File: src/rtl/risc_pkg.sv
// ============================================================================
// Module      : risc_pkg
// Description : Shared word width and instruction-loader state encoding.
//               IMEM_LOADER_CHECKSUM_EN adds the checksum state.
// Revision    : 1.0 - initial release
// ============================================================================
`default_nettype none

package risc_pkg;

    localparam int WORD_W = 32;

    typedef enum logic [2:0] {
        ST_HDR  = 3'd0,
        ST_LOAD = 3'd1,
`ifdef IMEM_LOADER_CHECKSUM_EN
        ST_CHK  = 3'd2,
`endif
        ST_HOLD = 3'd3,
        ST_RUN  = 3'd4,
        ST_ERR  = 3'd5
    } loader_state_t;

endpackage

`default_nettype wire

File: src/rtl/imem_loader.sv
// ============================================================================
// Module      : imem_loader
// Description : Streams a length-prefixed program into instruction memory and
//               holds the core in reset until the load completes. Defining
//               IMEM_LOADER_CHECKSUM_EN adds a trailing 32-bit sum check.
// Revision    : 1.0 - initial release
// ============================================================================
`default_nettype none

module imem_loader
    import risc_pkg::*;
#(
    parameter int ADDR_W   = 8,
    parameter int HOLD_CYC = 4
) (
    input  logic              clk,
    input  logic              reset,
    input  logic              in_valid,
    input  logic [WORD_W-1:0] in_data,
    output logic              in_ready,
    output logic              imem_we,
    output logic [ADDR_W-1:0] imem_addr,
    output logic [WORD_W-1:0] imem_wdata,
    output logic              cpu_reset,
    output logic              done,
    output logic              error
);

    // One extra bit so a full-depth length (2^ADDR_W) is representable.
    localparam int               LEN_W = ADDR_W + 1;
    localparam int               CNT_W = $clog2(HOLD_CYC + 1);
    localparam logic [LEN_W-1:0] DEPTH = {1'b1, {ADDR_W{1'b0}}};

`ifdef IMEM_LOADER_CHECKSUM_EN
    localparam loader_state_t POST_LOAD = ST_CHK;
`else
    localparam loader_state_t POST_LOAD = ST_HOLD;
`endif

    loader_state_t     state;
    loader_state_t     state_nxt;
    logic [LEN_W-1:0]  len;
    logic [LEN_W-1:0]  index;
    logic [CNT_W-1:0]  hold_cnt;
    logic              accept;
`ifdef IMEM_LOADER_CHECKSUM_EN
    logic [WORD_W-1:0] sum;
`endif

    assign accept = in_valid & in_ready;

    always_comb begin
        state_nxt = state;
        case (state)
            ST_HDR: begin
                if (accept) begin
                    if (in_data == '0)
                        state_nxt = POST_LOAD;
                    else if (in_data > WORD_W'(DEPTH))
                        state_nxt = ST_ERR;
                    else
                        state_nxt = ST_LOAD;
                end
            end
            ST_LOAD: begin
                if (accept && (index == len - LEN_W'(1)))
                    state_nxt = POST_LOAD;
            end
`ifdef IMEM_LOADER_CHECKSUM_EN
            ST_CHK: begin
                if (accept)
                    state_nxt = (in_data == sum) ? ST_HOLD : ST_ERR;
            end
`endif
            ST_HOLD: begin
                if (hold_cnt == CNT_W'(HOLD_CYC - 1))
                    state_nxt = ST_RUN;
            end
            default: state_nxt = state;
        endcase
    end

    // Status outputs are registered from the next state so they change on the
    // same edge as the state itself; in_ready therefore drops on the edge that
    // accepts the final word and no extra word can slip in.
    always_ff @(posedge clk or posedge reset) begin
        if (reset) begin
            state      <= ST_HDR;
            len        <= '0;
            index      <= '0;
            hold_cnt   <= '0;
`ifdef IMEM_LOADER_CHECKSUM_EN
            sum        <= '0;
`endif
            in_ready   <= 1'b0;
            imem_we    <= 1'b0;
            imem_addr  <= '0;
            imem_wdata <= '0;
            cpu_reset  <= 1'b1;
            done       <= 1'b0;
            error      <= 1'b0;
        end else begin
            state   <= state_nxt;
            imem_we <= 1'b0;
            case (state)
                ST_HDR: begin
                    if (accept) begin
                        len   <= in_data[LEN_W-1:0];
                        index <= '0;
`ifdef IMEM_LOADER_CHECKSUM_EN
                        sum   <= '0;
`endif
                    end
                end
                ST_LOAD: begin
                    if (accept) begin
                        imem_we    <= 1'b1;
                        imem_addr  <= index[ADDR_W-1:0];
                        imem_wdata <= in_data;
                        index      <= index + LEN_W'(1);
`ifdef IMEM_LOADER_CHECKSUM_EN
                        sum        <= sum + in_data;
`endif
                    end
                end
                ST_HOLD: hold_cnt <= hold_cnt + CNT_W'(1);
                default: ;
            endcase
`ifdef IMEM_LOADER_CHECKSUM_EN
            in_ready  <= (state_nxt == ST_HDR) || (state_nxt == ST_LOAD) ||
                         (state_nxt == ST_CHK);
`else
            in_ready  <= (state_nxt == ST_HDR) || (state_nxt == ST_LOAD);
`endif
            cpu_reset <= (state_nxt != ST_RUN);
            done      <= (state_nxt == ST_RUN);
            error     <= (state_nxt == ST_ERR);
        end
    end

endmodule

`default_nettype wire

File: config.mk
export PLATFORM = sky130hd
export DESIGN_NAME = imem_loader
export DESIGN_NICKNAME = d
export VERILOG_FILES = /design/src/rtl/risc_pkg.sv /design/src/rtl/imem_loader.sv
export SDC_FILE = /design/constraint.sdc
export NUM_CORES = 1
export LEC_CHECK = 0
export ABC_AREA = 1
export CORE_MARGIN = 10
export CORE_UTILIZATION = 40
export CTS_BUF_LIST = sky130_fd_sc_hd__clkbuf_16
export DETAILED_ROUTE_END_ITERATION = 10
export GPL_ROUTABILITY_DRIVEN = 0
export PLACE_DENSITY = 0.68
export SYNTH_ARGS = -nofsm -noshare
export SYNTH_HDL_FRONTEND = slang
export SYNTH_SLANG_ARGS = --single-unit
File: constraint.sdc
create_clock -name clk -period 2 [get_ports clk]
set_input_delay 0.2 -clock clk [delete_from_list [all_inputs] [get_ports clk]]
set_output_delay 0.2 -clock clk [all_outputs]
set_load 0.01 [all_outputs]
==> results.py, run 1 <==
metrics = {
    "timing": {
        "slew_headroom": 0.6676,
        "setup_viol": 0,
        "grt_setup_unrepaired": "no",
        "period_share": 0.8997,
        "holdWs_ps": 214.0,
        "tightest_slew_ps": 497.8,
        "skew_ps": 5.850,
        "tns_ps": 0,
        "period_needed_ps": 1799,
        "max_freq_mhz": 555.7,
        "hold_viol": 0,
        "drv_slew": 0,
    },
    "power_and_ir_drop": {
        "power_density_mw_per_mm2": 656.8,
        "ir_drop_mv": 0.4426,
        "pwr-share-clk": 0.485,
        "p_seq_frac": 0.472,
        "power_switching_share": 0.2236,
        "comb_power_share": 0.044,
        "power.switching_uw": 662.1,
        "internal_power_mw": 2.299,
        "power_leakage_nw": 2.254,
    },
    "layout": {
        "fillers": 778,
        "utilization": 0.5571,
        "antenna_cells": 0,
        "syn_to_final_growth_pct": 37.00,
        "multi_input_area_mm2": 0.001341,
        "final-seq-area_mm2": 0.001728,
        "final_nets": 547,
        "layout-drive-gt1-share": 0.08382,
        "mostFrequentLayoutCell": "nand2_1",
        "final_cell_mix": "nand2_1, clkdlybuf4s50_1, dfrtp_1",
    },
    "floorplanning": {
        "die-area_mm2": 0.01225,
        "ios": 80,
        "initial_utilization": 0.4066,
        "fp.dieH_um": 110.7,
        "coreArea_mm2": 0.008093,
        "die_w_um": 110.7,
        "rows": 33,
    },
    "global_route": {
        "grt_pass1_vias": 2867,
        "gr-total-overflow": 0,
        "grt_use_total": 0.1410,
        "grt_pass1_wl_mm": 14.39,
        "antenna_found_initial": 0,
        "grt_max_degree": 31,
    },
    "worst_setup_path": {
        "cp-start-kind": "flop",
        "regToRegSetupSlack_ps": 200,
        "r2r_start": "len[0]",
        "cp_max_fo": 5,
        "worstPathArrival_ps": 2030,
        "r2r_cells": 10,
        "worstPathRequired_ps": 2230,
        "endpoint_kind": "flop",
        "path_class": "flop to flop",
        "r2r_end": "error",
    },
    "route": {
        "vias_per_cell": 4.675,
        "dr.pass1.iters": 5,
        "drcViolationCount": 0,
        "ant_nets": 0,
        "num_vias": 2889,
        "initialDrtViolationCount": 142,
        "avgRoutedWirePerCell_um": 13.90,
        "drt_wl_total_mm": 8.592,
    },
    "synth": {
        "yosysUniqueCellTypes": 28,
        "synth_area_mm2": 0.003291,
        "syn_avg_cell_area_um2": 7.816,
        "syn_nets": 460,
        "ys_seq_area_frac": 0.5251,
        "syn_inst": 421,
        "synth_seq_cells": 69,
        "synth_warnings": 0,
    },
    "clocking": {
        "cts_max_level": 3,
        "cts_setup_buffers": 0,
        "tritoncts": "built",
        "clk_path_buf_depth": 2,
        "cts_buffers": 9,
        "numClockSinks": 69,
        "clk_pin_slew_ps": 60,
        "cts_resized": 0,
        "cts_hold_buffers": 0,
        "cts_root_buffer": "clkbuf_16",
        "clock_latency_ps": 330,
    },
    "placed_design": {
        "numPortBuffers": 79,
        "dp_hpwl_mm": 6.638,
    },
    "run_status": {
        "run_status": "finished, final reports clean",
    },
    "hold_path": {
        "hp-class": "input pin to asynchronous set/reset pin",
    },
    "job": {
        "maxCapViolations": 0,
    },
}
==> sequential cells by signal, summed over array words and instances, names as in the netlist <==
signal / flops
index: 9
cpu_reset: 1
imem_we: 1
done: 1
in_ready: 1
state: 3
imem_wdata: 32
imem_addr: 8
len: 9
hold_cnt: 3
error: 1
==> cell usage after synthesis <==
cell type	instances	area [um^2]
nand2_1	164	615.6
dfrtp_1	68	1702
inv_1	40	150.1
nor2_1	40	150.1
o21ai_0	35	175.2
nand3_1	20	100.1
buf_2	8	40.04
nor2_2	5	31.28
xor2_1	5	43.79
ha_1	4	50.05
inv_2	4	15.01
nand2_2	4	25.02
a21oi_1	3	15.01
nand4_1	3	18.77
nor3_1	3	15.01
nand3_2	2	20.02
xnor2_1	2	17.52
a21boi_0	1	7.510
a21oi_2	1	8.760
buf_4	1	7.510
clkbuf_1	1	3.750
clkinv_2	1	5.000
dfstp_2	1	26.28
nor2_4	1	11.26
nor3_4	1	16.27
o211ai_1	1	7.510
o21ai_1	1	5.000
o31ai_1	1	7.510
==> worst max-delay path: stages (launching register included) <==
cell,delay [ps]
dfrtp_1,400
inv_1,130
ha_1,240
nand2_1,100
nand2_1,80
xor2_1,270
nand3_1,120
nor2_1,110
nand3_1,90
nand3_2,90
nor2_1,50
==> per-layer routing <==
metal,vias up,track usage,part of all wire
met2,88,0.2272,0.49
met3,13,0.04437,0.062
met1,1311,0.1715,0.43
li1,1477,-,-
met4,0,0.05382,0.021
met5,-,0,0
==> power by group through the flow <==
stage / logic (mW) / clock network, mW / registers [mW]
2_1_floorplan: 0.0322 / 0 / 1.42
3_3_place_gp: 0.131 / 0 / 1.42
3_5_place_dp: 0.132 / 0 / 1.42
4_1_cts: 0.132 / 1.47 / 1.40
5_1_grt: 0.144 / 1.53 / 1.40
6_report: 0.129 / 1.44 / 1.40
==> area by class of cell <==
class,instances,share of cell area
inverters,45,0.03775
clock inverters,7,0.009714
clock buffers,9,0.04996
flip-flops and latches,69,0.3833
repair buffers,86,0.1926
multi-input cells,297,0.2975
well taps,105,0.02914
==> worst max-delay path by stage <==
stage / depth (start not counted) / from / slack [ps] / end
finish: 10 / len[0] / 200 / error
global route: 14 / len[0] / 20 / cpu_reset
CTS: 10 / len[0] / 230 / error
detailed placement: 11 / in_data[21] / 210 / done
global placement: 11 / in_data[18] / 220 / done
floorplan: 1 / reset / 60 / done
==> logic make-up (layout without fill, tap and decap cells) <==
group                      count (synthesis)  in the layout  synth area share
AOI/OAI and AO/OA                         43             43           0.06882
and+or+nand+nor                          243            243            0.3049
DFF                                       69             69            0.5251
adders and majority gates                  4              4           0.01521
buffers and inverters                     55            147           0.06730
xor gates and xnor gates                   7              7           0.01863
==> through the flow <==
step | cells | area [um^2] | setup WS, ps | power (mW)
floorplan | 421 | 3291 | 61.79 | 1.454
global placement | 602 | 4239 | 223.2 | 1.553
detailed placement | 602 | 4239 | 206.2 | 1.553
CTS | 618 | 4508 | 231.8 | 2.999
global route | 618 | 4508 | 17.91 | 3.074
finish | 618 | 4508 | 200.6 | 2.961
Note: power is estimated with default switching activity, not from simulation.
==> inputs of run 2 (changes only) <==
- CAP_MARGIN: default -> 20
==> results of run 2 <==
No change in the layout: final DEF, timing and power equal those of run 1.
==> inputs of run 3 (changes only) <==
- ABC_CLOCK_PERIOD_IN_PS: default -> 2000
==> results of run 3 <==
No change in the layout: final DEF, timing and power equal those of run 1.
==> variant: new RTL, settings of run 1 <==
Add a define of `IMEM_LOADER_CHECKSUM_EN`.
--- a/src/rtl/risc_pkg.sv
+++ b/src/rtl/risc_pkg.sv
@@ -7,2 +7,4 @@
 `default_nettype none
+
+`define IMEM_LOADER_CHECKSUM_EN
 
Formal check against the unedited RTL: not equivalent (a bounded check fails within 4 cycles, from zero or initial values and one cycle with reset high).
==> variant against run 1 <==
- hold slack improved by 0.078 ns
- synthesized area increased by 93%
- total power increased by 47%
- critical path depth increased by 3
- routed wire length increased by 120%
- non-clock buffer count increased by 121
- sequential cell count increased by 32
- worst setup slack got worse by 0.17 ns
- design area increased by 100%
- largest power group is now registers
==> variant: results (changes against run 1) <==
Max Clock Skew 0.00457 ns (-0.00128 ns); Tot GR Track Use 17.0% (+2.9 points); Synth cell types 41 (+46%); compound-gate portion of the synthesized area 12.6% (+5.8 points); status complete, no violations; first-pass GRT wire length 30.2 mm (+110%); crit-path max cell delay 0.42 ns (+0.02 ns); Synth area leaders dfrtp_1, nand2_1, ha_1, nor2_1, o21ai_0; RR Startpoint sum[1]; fin nets 1171 (+110%); WL/cell 14.2 um (+2.3%); syn_nets 971 (+110%); layout cell share with drive strength beyond 1 22.8% (+14 points); clock latency at the later pin of the worst-skew pair 0.36 ns (+0.03 ns); vias per cell 4.97 (+6.2%); DP HPWL 13.7 mm (+110%); Post-Syn Instances 900 (+110%); largest net degree at the start of global routing 66 (+110%); Lkg Pwr 4.57 nW (+100%); Largest regs imem_wdata: 32 flops, sum: 32 flops; Peak supply drop 0.395 mV (-11%); initial drt markers 421 (+200%); sequential area share after synthesis 39.9% (-13 points); Post-DP Area 8270 sq um (+95%); Adder-Cell Fraction of Synth Area 7.22% (+5.7 points); synth cell count leaders nand2_1, dfrtp_1, nor2_1, inv_1, o21ai_0; vias in the first global route 6345 (+120%); Filler cells 1380 (+77%); Least-Margin Pin Slew 0.456 ns (-0.0418 ns)
## variant: cell count changes after synthesis, moves of 11 or more
cell | run 1 | this run
nand2_1 | 164 | 311
ha_1 | 4 | 35
nand4_1 | 3 | 14
inv_1 | 40 | 83
nor2_1 | 40 | 100
dfrtp_1 | 68 | 100
nand3_1 | 20 | 42
a21oi_1 | 3 | 47
o21ai_0 | 35 | 72
## variant: area by class of cell
| type | instances | area, sq um | area share, % |
|---|---|---|---|
| flip-flops and latches | 101 | 2530 | 27.8 |
| multi-input cells | 696 | 3890 | 42.7 |
| well taps | 211 | 264 | 2.90 |
| clock inverters | 7 | 80.1 | 0.879 |
| repair buffers | 207 | 1790 | 19.7 |
| clock buffers | 9 | 225 | 2.47 |
| inverters | 85 | 323 | 3.54 |
## variant: what timing repair did
item | 4_1_cts | 5_1_grt
setup endpoints to repair | 7 | 30
setup buffers | 0 | 7
gates resized for setup | 9 | 95
pin swaps | 2 | 19
hold buffers | 0 | 0
## variant: metrics by stage
| step | util [%] | hold slack (ns) |
|---|---|---|
| 2_1_floorplan | - | 0.310 |
| 3_3_place_gp | 53.8 | 0.464 |
| 3_5_place_dp | 53.8 | 0.464 |
| 4_1_cts | 56.0 | 0.314 |
| 5_1_grt | 59.2 | 0.339 |
| 6_report | 59.2 | 0.292 |
## variant: worst reg2reg max path: stages, from the launching register on
cell,delay [ns]
dfrtp_1,0.42
buf_4,0.15
fa_2,0.38
nand2_4,0.10
o21ai_4,0.08
a21oi_2,0.20
o21ai_2,0.10
nand2_1,0.09
nand2_2,0.09
nand2_2,0.07
nand2_1,0.06
nand2_1,0.06
nand3_1,0.06
nand2_1,0.06
## variant: worst paths after layout
| check | end | slack, ns |
|---|---|---|
| max reg2reg | sum[22] | 0.03 |
| min in group clk | imem_wdata[31] | 0.48 |
| min | len[7] | 0.29 |
| max in group asynchronous | cpu_reset | 1.30 |
| max | sum[22] | 0.03 |
| min reg2reg | imem_wdata[16] | 0.48 |
## variant: power by group
part	switching (mW)	total, mW	internal (mW)
clock network	0.847	1.84	0.991
logic	0.236	0.464	0.228
registers	0	2.04	2.04
## variant: cell families (layout without fill, tap and decap cells)
group	Yosys count	count (layout)
xor gates and xnor gates	5	5
buffers and inverters	103	308
and+or+nand+nor	508	508
adders and majority gates	36	36
DFF	101	101
AOI/OAI and AO/OA	147	147
## variant: routing by layer
metal	vias to the layer above	global-route usage, %	routed length [um]
met2	136	27.3	8840
met1	3050	22.0	8640
met5	-	0	0
met4	0	5.16	300
met3	23	4.44	950
li1	3325	-	-
